File: src/rtl/xadc_scan_ctrl.sv
// Scan sequencer for the XADC single-channel reader: walks channels, averages 2^k samples each, streams results.
// Optional macro XADC_SCAN_MINMAX_EN adds per-channel res_min/res_max outputs.
module xadc_scan_ctrl #(
    parameter int TIMEOUT_CYC = 4096,
    parameter int MAX_LOG2    = 7
) (
    input  logic        clk125,
    input  logic        rst_n,
    input  logic        scan_start,
    input  logic [4:0]  ch_base,
    input  logic [3:0]  n_ch,
    input  logic [2:0]  avg_log2,
    input  logic [15:0] sample_gap,
    output logic        xadc_start,
    output logic [4:0]  xadc_ch_sel,
    input  logic        xadc_done,
    input  logic [11:0] xadc_result,
    output logic        res_valid,
    input  logic        res_ready,
    output logic [4:0]  res_ch,
    output logic [11:0] res_data,
    output logic        res_err,
    output logic        scan_busy,
    output logic        scan_done,
    output logic        err_timeout
`ifdef XADC_SCAN_MINMAX_EN
    ,
    output logic [11:0] res_min,
    output logic [11:0] res_max
`endif
);

    localparam int ACC_W = 12 + MAX_LOG2;
    localparam int WD_W  = $clog2(TIMEOUT_CYC) + 1;
    localparam int SMP_W = MAX_LOG2 + 1;
    localparam logic [2:0] K_MAX = (MAX_LOG2 > 7) ? 3'd7 : 3'(MAX_LOG2);

    typedef enum logic [2:0] {
        S_IDLE      = 3'd0,
        S_ISSUE     = 3'd1,
        S_WAIT_DONE = 3'd2,
        S_GAP       = 3'd3,
        S_EMIT      = 3'd4,
        S_FINISH    = 3'd5
    } state_t;

    state_t             r_state;
    state_t             w_next;
    logic [4:0]         r_base;
    logic [3:0]         r_nch;
    logic [2:0]         r_k;
    logic [15:0]        r_gap;
    logic [15:0]        r_gap_cnt;
    logic [3:0]         r_idx;
    logic [ACC_W-1:0]   r_acc;
    logic [SMP_W-1:0]   r_smp;
    logic [WD_W-1:0]    r_wdog;
    logic               r_xadc_start;
    logic [4:0]         r_ch_sel;
    logic               r_res_valid;
    logic [4:0]         r_res_ch;
    logic [11:0]        r_res_data;
    logic               r_res_err;
    logic               r_scan_busy;
    logic               r_scan_done;
    logic               r_err_to;

    logic [2:0]         w_k_clamp;
    logic [ACC_W-1:0]   w_sum;
    logic [11:0]        w_avg;
    logic [SMP_W-1:0]   w_smp_inc;
    logic               w_last;
    logic               w_wd_expire;

    assign w_k_clamp   = (avg_log2 > K_MAX) ? K_MAX : avg_log2;
    assign w_sum       = r_acc + ACC_W'(xadc_result);
    assign w_avg       = 12'(w_sum >> r_k);
    assign w_smp_inc   = r_smp + SMP_W'(1);
    assign w_last      = (w_smp_inc == (SMP_W'(1) << r_k));
    assign w_wd_expire = (r_wdog == WD_W'(TIMEOUT_CYC - 1));

    // Next-state decode; done beats a coincident watchdog expiry
    always_comb begin
        w_next = r_state;
        case (r_state)
            S_IDLE: begin
                if (scan_start) begin
                    w_next = (n_ch == 4'd0) ? S_FINISH : S_ISSUE;
                end else begin
                    w_next = S_IDLE;
                end
            end
            S_ISSUE: w_next = S_WAIT_DONE;
            S_WAIT_DONE: begin
                if (xadc_done) begin
                    if (w_last) begin
                        w_next = S_EMIT;
                    end else if (r_gap == 16'd0) begin
                        w_next = S_ISSUE;
                    end else begin
                        w_next = S_GAP;
                    end
                end else if (w_wd_expire) begin
                    w_next = S_EMIT;
                end else begin
                    w_next = S_WAIT_DONE;
                end
            end
            S_GAP: begin
                if (r_gap_cnt == r_gap - 16'd1) begin
                    w_next = S_ISSUE;
                end else begin
                    w_next = S_GAP;
                end
            end
            S_EMIT: begin
                if (res_ready) begin
                    w_next = (r_idx + 4'd1 == r_nch) ? S_FINISH : S_ISSUE;
                end else begin
                    w_next = S_EMIT;
                end
            end
            S_FINISH: w_next = S_IDLE;
            default:  w_next = S_IDLE;
        endcase
    end

    // State, datapath and registered outputs
    always_ff @(posedge clk125 or negedge rst_n) begin
        if (!rst_n) begin
            r_state      <= S_IDLE;
            r_base       <= 5'd0;
            r_nch        <= 4'd0;
            r_k          <= 3'd0;
            r_gap        <= 16'd0;
            r_gap_cnt    <= 16'd0;
            r_idx        <= 4'd0;
            r_acc        <= '0;
            r_smp        <= '0;
            r_wdog       <= '0;
            r_xadc_start <= 1'b0;
            r_ch_sel     <= 5'd0;
            r_res_valid  <= 1'b0;
            r_res_ch     <= 5'd0;
            r_res_data   <= 12'd0;
            r_res_err    <= 1'b0;
            r_scan_busy  <= 1'b0;
            r_scan_done  <= 1'b0;
            r_err_to     <= 1'b0;
        end else begin
            r_state      <= w_next;
            // Start pulse lands one cycle after ISSUE, giving the 2-cycle scan_start latency
            r_xadc_start <= (r_state == S_ISSUE);
            r_res_valid  <= (w_next == S_EMIT);
            r_scan_busy  <= (w_next != S_IDLE);
            r_scan_done  <= (w_next == S_FINISH);
            case (r_state)
                S_IDLE: begin
                    if (scan_start) begin
                        r_base   <= ch_base;
                        r_nch    <= n_ch;
                        r_k      <= w_k_clamp;
                        r_gap    <= sample_gap;
                        r_err_to <= 1'b0;
                        r_idx    <= 4'd0;
                        r_acc    <= '0;
                        r_smp    <= '0;
                    end
                end
                S_ISSUE: begin
                    r_ch_sel <= r_base + {1'b0, r_idx};
                    r_wdog   <= '0;
                end
                S_WAIT_DONE: begin
                    if (xadc_done) begin
                        r_acc     <= w_sum;
                        r_smp     <= w_smp_inc;
                        r_gap_cnt <= 16'd0;
                        if (w_last) begin
                            r_res_ch   <= r_ch_sel;
                            r_res_data <= w_avg;
                            r_res_err  <= 1'b0;
                        end
                    end else if (w_wd_expire) begin
                        r_err_to   <= 1'b1;
                        r_res_ch   <= r_ch_sel;
                        r_res_data <= 12'hFFF;
                        r_res_err  <= 1'b1;
                    end else begin
                        r_wdog <= r_wdog + WD_W'(1);
                    end
                end
                S_GAP: r_gap_cnt <= r_gap_cnt + 16'd1;
                S_EMIT: begin
                    if (res_ready) begin
                        r_acc     <= '0;
                        r_smp     <= '0;
                        r_res_err <= 1'b0;
                        r_idx     <= r_idx + 4'd1;
                    end
                end
                S_FINISH: r_idx <= 4'd0;
                default:  r_idx <= 4'd0;
            endcase
        end
    end

    assign xadc_start  = r_xadc_start;
    assign xadc_ch_sel = r_ch_sel;
    assign res_valid   = r_res_valid;
    assign res_ch      = r_res_ch;
    assign res_data    = r_res_data;
    assign res_err     = r_res_err;
    assign scan_busy   = r_scan_busy;
    assign scan_done   = r_scan_done;
    assign err_timeout = r_err_to;

`ifdef XADC_SCAN_MINMAX_EN
    logic [11:0] r_min_run;
    logic [11:0] r_max_run;
    logic [11:0] r_res_min;
    logic [11:0] r_res_max;
    logic [11:0] w_min_nx;
    logic [11:0] w_max_nx;

    assign w_min_nx = (xadc_result < r_min_run) ? xadc_result : r_min_run;
    assign w_max_nx = (xadc_result > r_max_run) ? xadc_result : r_max_run;

    // Running per-channel extremes, snapshotted into the result on entry to EMIT
    always_ff @(posedge clk125 or negedge rst_n) begin
        if (!rst_n) begin
            r_min_run <= 12'hFFF;
            r_max_run <= 12'h000;
            r_res_min <= 12'h000;
            r_res_max <= 12'h000;
        end else begin
            case (r_state)
                S_IDLE: begin
                    if (scan_start) begin
                        r_min_run <= 12'hFFF;
                        r_max_run <= 12'h000;
                    end
                end
                S_WAIT_DONE: begin
                    if (xadc_done) begin
                        r_min_run <= w_min_nx;
                        r_max_run <= w_max_nx;
                        if (w_last) begin
                            r_res_min <= w_min_nx;
                            r_res_max <= w_max_nx;
                        end
                    end else if (w_wd_expire) begin
                        r_res_min <= r_min_run;
                        r_res_max <= r_max_run;
                    end
                end
                S_EMIT: begin
                    if (res_ready) begin
                        r_min_run <= 12'hFFF;
                        r_max_run <= 12'h000;
                    end
                end
                default: r_min_run <= r_min_run;
            endcase
        end
    end

    assign res_min = r_res_min;
    assign res_max = r_res_max;
`endif

endmodule

File: config.mk
export PLATFORM = sky130hd
export DESIGN_NAME = xadc_scan_ctrl
export DESIGN_NICKNAME = d
export VERILOG_FILES = /design/src/rtl/xadc_scan_ctrl.sv
export SDC_FILE = /design/constraint.sdc
export NUM_CORES = 1
export LEC_CHECK = 0
export ABC_AREA = 1
export CORE_MARGIN = 2
export CORE_UTILIZATION = 45
export DETAILED_ROUTE_END_ITERATION = 12
export GPL_TIMING_DRIVEN = 1
export PLACE_DENSITY = 0.72
export SYNTH_ARGS = -nofsm -noshare
export SYNTH_HDL_FRONTEND = slang
export SYNTH_SLANG_ARGS = --single-unit
File: constraint.sdc
create_clock -name clk125 -period 4.6 [get_ports clk125]
set_input_delay 1.38 -clock clk125 [delete_from_list [all_inputs] [get_ports clk125]]
set_output_delay 1.38 -clock clk125 [all_outputs]
set_load 0.01 [all_outputs]
Yosys cells after proc, flatten, opt, wreduce, memory -nomap -nowiden
Cells that the tools add are included.

word-level totals
  flip-flop bits (word level) = 119
  bits of input ports = 45
  output and inout port bits = 28
  word-level logic and storage cells = 109

operators by class
  add/sub/neg operators = 7
  $lt $le $gt $ge = 1
  equality and inequality tests = 19
  shifts and indexed selects = 2
  mux-type cells = 41
  bitwise operators = 1
  reduce and logical (&&, ||, !) cells = 19

operator list
  kind                                                                  number
  19-bit 2-to-1 mux                                                     3
  19-bit one-hot mux with 3 select lines                                1
  12-bit 2-to-1 mux                                                     3
  16-bit one-hot mux with 2 select lines                                1
  13-bit 2-to-1 mux                                                     2
  13-bit one-hot mux with 2 select lines                                1
  3-bit 2-to-1 mux                                                      8
  8-bit 2-to-1 mux                                                      3
  8-bit one-hot mux with 3 select lines                                 1
  19-bit by 12-bit adder with 19-bit output                             1
  19-bit by 3-bit right shift with 12-bit output                        1
  16-bit by 1-bit adder with 16-bit output, second input constant       1
  16-bit == test                                                        1
  16-bit logical NOT                                                    1
  16-bit 2-to-1 mux                                                     1
  16-bit by 1-bit subtractor with 16-bit output, second input constant  1
  5-bit 2-to-1 mux                                                      3
  3-bit one-hot mux with 5 select lines                                 1
  13-bit by 1-bit adder with 13-bit output, second input constant       1
  13-bit by 12-bit == test with 1-bit output, second input constant     1
  2-bit != test, second input constant                                  6
  4-bit one-hot mux with 3 select lines                                 1
  4-bit AND reduction                                                   3
  2-bit nonzero test                                                    5
  other kinds (23)                                                      39

Logic depth before layout (Yosys ltp)
Gate-level depths: netlist of run 1.

  depth after elaboration = 6
  depth in mapped cells = 18
  mapped depth without buffers = 18

Least setup slack after synthesis of run 1
No wires, ideal clock.

  path kind = input -> register
  start point = input port xadc_result[0]
  end point = register r_res_data[7] (netlist: res_data[7])
  setup time = 0.119 ns
  arrival time = 2.936 ns
  setup slack = 1.545 ns
  cell stages on the path = 14
  buffers on the path = 0
  path through = ha_1 inv_1 fa_1 inv_1 nand3_1 nand3_1 nand3_1 nand3_1 nand2_1 nand3_1 nand3_1 nand2_1 nor2_1 o21a_1

on the way
  longest elaborated chain between the ends = 4

RTL lines
  element                                         RTL line  source
  start, declared                                 17        input logic [11:0] xadc_result,
  19-bit by 12-bit adder with 19-bit output       76        assign w_sum = r_acc + ACC_W'(xadc_result);
  19-bit by 3-bit right shift with 12-bit output  77        assign w_avg = 12'(w_sum >> r_k);
  12-bit 2-to-1 mux                               179       if (w_last) begin
  12-bit 2-to-1 mux                               175       if (xadc_done) begin
  end signal, assigned                            181       r_res_data <= w_avg;
  end, declared                                   62        logic [11:0] r_res_data;

Every way passes these cells. The select of a mux whose other input is x is not followed.
A chain may end at the register's enable or synchronous reset.

Worst setup path in the final report of run 1
  start point = input port xadc_result[0]
  end point = register r_res_data[3] (netlist: res_data[3])

Same word-level chain as after synthesis.

==> flow_summary.ini, run 1 <==
[run_status]
status = finished, final reports clean

[synthesis]
yosysUniqueCellTypes = 49
synth-edff-count = 0
netlist_area_mm2 = 0.007686
yosysWarnings = 0
synth_common_cells = 321 x nand2_1, 156 x inv_1, 140 x nand3_1
synth_nets = 1164
netlist_top_cells_area = dfrtp_1 39%, nand2_1 16%, nand3_1 9.1%
synth_most_common_cell = nand2_1
synthCells = 1096
synth-main-ff-cell = dfrtp_1
synth_area_leader_cell = dfrtp_1
synthArstFlopShare = 1.000
ys_seq_elements = 119
yosysSeqAreaShare = 0.3874
synth.avg_cell_area_um2 = 7.013
synth_top_area_share = 0.3874

[hold_path]
hold_depth = 2
min_from = res_ch[1]$_DFFE_PN0P_
hold_end = res_ch[1]$_DFFE_PN0P_
hold_path.class = reg -> reg

[drt]
dr_total_vias = 7178
drtIter0Drc = 514
drt-vias-per-instance = 5.123
first_pass_iters = 7
ant_nets = 0
drt_wl_total_um = 19550
drcViolationCount = 0
avgRoutedWirePerCell_um = 13.95

[worst_setup_path]
cp.required_ns = 4.91
worstSetupStartpointType = input pin
critical_path_class = in -> reg
cp.arrival_ns = 3.73
end_kind = flop
reg2reg_to = scan_done$_DFF_PN0_
r2r_cells = 11
path_max_fanout = 4
r2r_slack_ns = 1.78
r2r_start = r_k[2]$_DFFE_PN0P_

[clocking]
postCtsSetupBuffers = 0
cts_sinks = 119
ctsHoldBuffers = 0
clkSlewWorstSetupHoldPaths_ns = 0.05
cts_made_buffers = 17
clk-insertion-delay-late_ns = 0.42
htree_levels = 4
tritoncts = done
root_buffer = clkbuf_16
clockBufferDepth = 2
post_cts_resized = 0

[timing]
post-route-min-period_ns = 3.421
skew_ns = 0.006371
max_freq_mhz = 292.3
slew_headroom = 0.4728
fin_setup_tns_ns = 0
post-route-period-util = 0.7437
rsz0062_at_grt = false
setup_viol = 0
worst_pin_slew_ns = 0.7899
finalHoldViolations = 0
maxSlewViolCount = 0

[final_layout]
fin_nets = 1237
regArea_mm2 = 0.002978
drive_gt1_frac = 0.05250
fillers = 1607
multiInputGateArea_mm2 = 0.003994
design_area_mm2 = 0.009248
fin_util = 0.5557
syn_to_final_growth_pct = 20.32
num_antenna_cells = 0

[flow_run]
cap_violations = 0

[power]
switching_share = 0.4210
p_int_mw = 3.245
switchingPower_mw = 2.359
clockPowerShare = 0.253
ir_worst_vdd_v = 0.0003525
pwr-share-seq = 0.298
p_leak_nw = 4.540
power_mw = 5.605
p_comb_frac = 0.450
power_density_mw_per_mm2 = 606.1

[floorplan]
die_w_um = 134.7
coreArea_mm2 = 0.01664
pin_count = 73
die_area_mm2 = 0.01814
initial_core_util = 0.4618
die_height_um = 134.7
rows = 47

[global_routing]
grt_max_degree = 58
antenna_found_initial = 0
grt_pass1_vias = 7051
grt_pass1_wl_um = 33110
globalRoute.totalOverflow = 0
grt.total_usage = 0.2288

[placement]
dp_hpwl_um = 14360
port_buffers = 72
placed_area_mm2 = 0.008626
place.gp.congestion = 0.9405
-- routing by layer --
layer | track usage | wire length [um]
met5 | 0 | 0
met4 | 0.09181 | 494
met3 | 0.04805 | 773
met2 | 0.3742 | 9083
met1 | 0.2970 | 9198
-- cell families (layout without fill, tap and decap cells) --
family / Yosys count / in the layout / share of synthesized area
adders and majority gates: 23 / 23 / 0.03939
DFF: 119 / 119 / 0.3874
xor gates and xnor gates: 38 / 38 / 0.04509
buffers and inverters: 184 / 269 / 0.09295
and+or+nand+nor: 604 / 604 / 0.3368
AOI/OAI and AO/OA: 126 / 126 / 0.09556
muxes: 2 / 2 / 0.002767
-- layout make-up --
type	instances	share of cell area
clock buffers	22	0.05128
clock inverters	9	0.01597
inverters	160	0.06521
multi-input cells	793	0.4319
flip-flops and latches	119	0.3220
well taps	220	0.02977
repair buffers	78	0.08389
-- sequential cells by signal, summed over array words and instances (netlist names) --
register / cells
r_acc: 19
res_ch: 5
scan_done: 1
r_idx: 4
r_nch: 4
r_gap_cnt: 16
res_valid: 1
xadc_start: 1
r_base: 5
err_timeout: 1
r_smp: 8
xadc_ch_sel: 5
r_wdog: 13
r_k: 3
res_err: 1
res_data: 12
scan_busy: 1
r_gap: 16
r_state: 3
-- power groups by stage --
stage               sequential, mW  clock, mW  combinational, mW
detailed placement            1.67          0               2.50
CTS                           1.66       1.44               2.52
floorplan                     1.60          0               1.79
global route                  1.71       1.48               2.84
finish                        1.67       1.42               2.52
global placement              1.67          0               2.46
-- stage by stage --
step / hold slack [ns] / worst slack (ns) / cells
final: 0.4826 / 1.179 / 1401
after global routing: 0.4988 / 0.9354 / 1401
after CTS: 0.4826 / 1.180 / 1401
after detailed placement: 0.4679 / 0.7790 / 1370
after global placement: 0.4606 / 0.8080 / 1370
after floorplan: 0.4459 / 1.545 / 1096
-- cells in the final DEF (no fill, tap or decap), types with 15 or more instances in the layout --
master,count
o21ai_0,65
ha_1,21
clkbuf_16,17
xor2_1,23
nand3_1,140
a21oi_1,24
nand2_1,321
clkdlybuf4s50_1,71
nor2_1,89
inv_1,156
nor3_1,15
dfrtp_1,119
-- worst max-delay path: stages --
cell             delay, ns
clkdlybuf4s50_1       0.47
ha_1                  0.17
inv_1                 0.05
fa_1                  0.39
inv_1                 0.13
nand3_1               0.10
nand3_1               0.14
xnor2_1               0.21
o21ai_0               0.20
nand2_1               0.09
o21ai_0               0.09
nand2_1               0.09
nand3_1               0.09
o21ai_0               0.08
inv_1                 0.05
-- how the worst max path moves through the flow --
| stage | start | end | slack [ns] | cells after the start |
|---|---|---|---|---|
| after detailed placement | xadc_result[0] | res_data[6]$_DFFE_PN0P_ | 0.78 | 15 |
| final | xadc_result[0] | res_data[3]$_DFFE_PN0P_ | 1.18 | 15 |
| after CTS | xadc_result[0] | res_data[3]$_DFFE_PN0P_ | 1.18 | 15 |
| after global routing | xadc_result[0] | res_data[3]$_DFFE_PN0P_ | 0.94 | 15 |
| after floorplan | xadc_result[0] | res_data[7]$_DFFE_PN0P_ | 1.55 | 14 |
| after global placement | xadc_result[0] | res_data[6]$_DFFE_PN0P_ | 0.81 | 15 |
Note: power is estimated with default switching activity, not from simulation.
==> inputs of run 2 (changes only) <==
--- a/config.mk
+++ b/config.mk
@@ -10,7 +10,7 @@
 export CORE_UTILIZATION = 45
 export DETAILED_ROUTE_END_ITERATION = 12
 export GPL_TIMING_DRIVEN = 1
-export PLACE_DENSITY = 0.72
+export PLACE_DENSITY = 0.75
 export SYNTH_ARGS = -nofsm -noshare
 export SYNTH_HDL_FRONTEND = slang
 export SYNTH_SLANG_ARGS = --single-unit
==> constraint.sdc (replaced) <==
create_clock -name clk125 -period 3.1 [get_ports clk125]
set_input_delay 0.93 -clock clk125 [delete_from_list [all_inputs] [get_ports clk125]]
set_output_delay 0.93 -clock clk125 [all_outputs]
set_load 0.01 [all_outputs]
==> flow_summary.ini, run 2 (synthesis results as in run 1) <==
[drt]
drt-vias-per-instance = 5.193
ant_nets = 0
drcViolationCount = 0
drt_wl_total_um = 20140
avgRoutedWirePerCell_um = 14.01
first_pass_iters = 5
dr_total_vias = 7463
drtIter0Drc = 624

[clocking]
postCtsSetupBuffers = 0
root_buffer = clkbuf_16
cts_made_buffers = 17
cts_sinks = 119
clk-insertion-delay-late_ns = 0.43
tritoncts = done
ctsHoldBuffers = 0
clockBufferDepth = 2
htree_levels = 4
post_cts_resized = 0
clkSlewWorstSetupHoldPaths_ns = 0.05

[final_layout]
top_register = r_acc
multiInputGateArea_mm2 = 0.004011
final_common_cell = nand2_1
mostFrequentLayoutCells = 321 x nand2_1, 155 x inv_1, 137 x nand3_1, 119 x dfrtp_1, 89 x nor2_1
syn_to_final_growth_pct = 24.50
regArea_mm2 = 0.002978
drive_gt1_frac = 0.08628
fillers = 1491
largestRegisters = r_acc: 19 flops, r_gap: 16 flops, r_gap_cnt: 16 flops
largest_reg_flops = 19
design_area_mm2 = 0.009569
final_cells = 1437
num_antenna_cells = 0
fin_nets = 1272
fin_util = 0.5750

[timing]
skew_ns = 0.01059
maxSlewViolCount = 0
setup_viol = 0
rsz0062_at_grt = false
fin_ws_ns = 0.2667
worst_pin_slew_ns = 0.6489
max_freq_mhz = 353.0
post-route-period-util = 0.9140
slew_headroom = 0.5674
finalHoldViolations = 0
post-route-min-period_ns = 2.833

[worst_setup_path]
r2r_start = r_k[1]$_DFFE_PN0P_
crit_top_cell = nand2_1
r2r_cells = 11
path_max_fanout = 4
cp.arrival_ns = 3.20
reg2reg_to = scan_done$_DFF_PN0_
r2r_slack_ns = 0.61
worstSetupStartpointType = input pin
crit_slowest_cell = clkdlybuf4s50_1
cp_slowest_stage_delay_ns = 0.40
end_kind = flop
cp.required_ns = 3.46
critical_path_class = in -> reg
path_cells = clkdlybuf4s50_1 > ha_1 > nand2_1 > inv_1 > nand2_1 > nand2_1 > o21ai_0 > nand3_1 > and2_1 > o21ai_0 > nand2_1 > nand3_1 > o21ai_0 > inv_1
worst-path-buf-inv = 3
crit_family = simple AND/OR/NAND/NOR gates

[flow_run]
cap_violations = 0

[global_routing]
use_met1 = 0.3082
gr-usage-met2 = 0.3852
antenna_found_initial = 0
grt_pass1_wl_um = 33820
busiest_layer = met2
grt_max_degree = 55
globalRoute.totalOverflow = 0
grt.total_usage = 0.2344
met3_usage = 0.04542
grt_pass1_vias = 7204

[placement]
port_buffers = 72
placed_area_mm2 = 0.008889
place.gp.congestion = 0.9734
dp_hpwl_um = 14750
dp_cells = 1405
pre_cts_ws_ns = -0.2188

[floorplan]
die_w_um = 134.7
coreArea_mm2 = 0.01664
die_height_um = 134.7
initial_core_util = 0.4618
die_area_mm2 = 0.01814
rows = 47
pin_count = 73

[power]
p_leak_nw = 4.732
power_density_mw_per_mm2 = 909.2
ir_worst_vdd_v = 0.0005454

[hold_path]
hold_path.class = in -> async

[run_status]
status = finished, final reports clean
==> run 2: cell count changes in the layout (fill, tap and decap cells not counted), sizes merged <==
cell      change
buf          +35
clkbuf        -2
clkinvlp      +2
bufinv        +1
clkinv        -1
inv           +1
==> run 2: worst max-delay path by stage <==
stage                                    to           start  depth (start not counted)
CTS                 res_data[6]$_DFFE_PN0P_  xadc_result[0]                         15
global placement    res_data[6]$_DFFE_PN0P_  xadc_result[0]                         15
global route        res_data[3]$_DFFE_PN0P_  xadc_result[4]                         14
floorplan           res_data[7]$_DFFE_PN0P_  xadc_result[0]                         14
finish              res_data[3]$_DFFE_PN0P_  xadc_result[4]                         14
detailed placement  res_data[6]$_DFFE_PN0P_  xadc_result[0]                         15
==> run 2: worst register-to-register path, delay by kind of cell (launching register included) <==
family | cells | cell delay [ns]
flip-flops | 1 | 0.75
buffers and inverters | 2 | 0.20
AND/OR/NAND/NOR | 8 | 1.26
XOR/XNOR | 1 | 0.17
==> run 2: layout make-up <==
type / count / share of cell area
Clock buffer: 20 / 0.04877
Inverter: 160 / 0.06302
Multi-Input combinational cell: 793 / 0.4192
Tap cell: 220 / 0.02877
Clock inverter: 12 / 0.02053
Timing Repair Buffer: 113 / 0.1085
Sequential cell: 119 / 0.3112
==> run 2: metal layers <==
layer	routed length [um]	up-vias	share of wire
met5	0	-	0
met4	453	0	0.022
met3	950	34	0.047
met2	9565	213	0.47
met1	9170	3482	0.46
li1	-	3734	-
==> run 2: power breakdown <==
group          internal (mW)  total (mW)  switching (mW)
clock                   1.49        2.22           0.733
combinational           1.59        4.05            2.46
sequential              2.02        2.43           0.412
==> run 2: per-stage QoR <==
stage | hold WS, ns | setup TNS (ns) | power, mW
2_1_floorplan | 0.4459 | 0 | 5.025
3_3_place_gp | 0.4601 | -1.460 | 6.352
3_5_place_dp | 0.4635 | -1.991 | 6.416
4_1_cts | 0.4773 | 0 | 8.692
5_1_grt | 0.4915 | 0 | 9.345
6_report | 0.4706 | 0 | 8.700
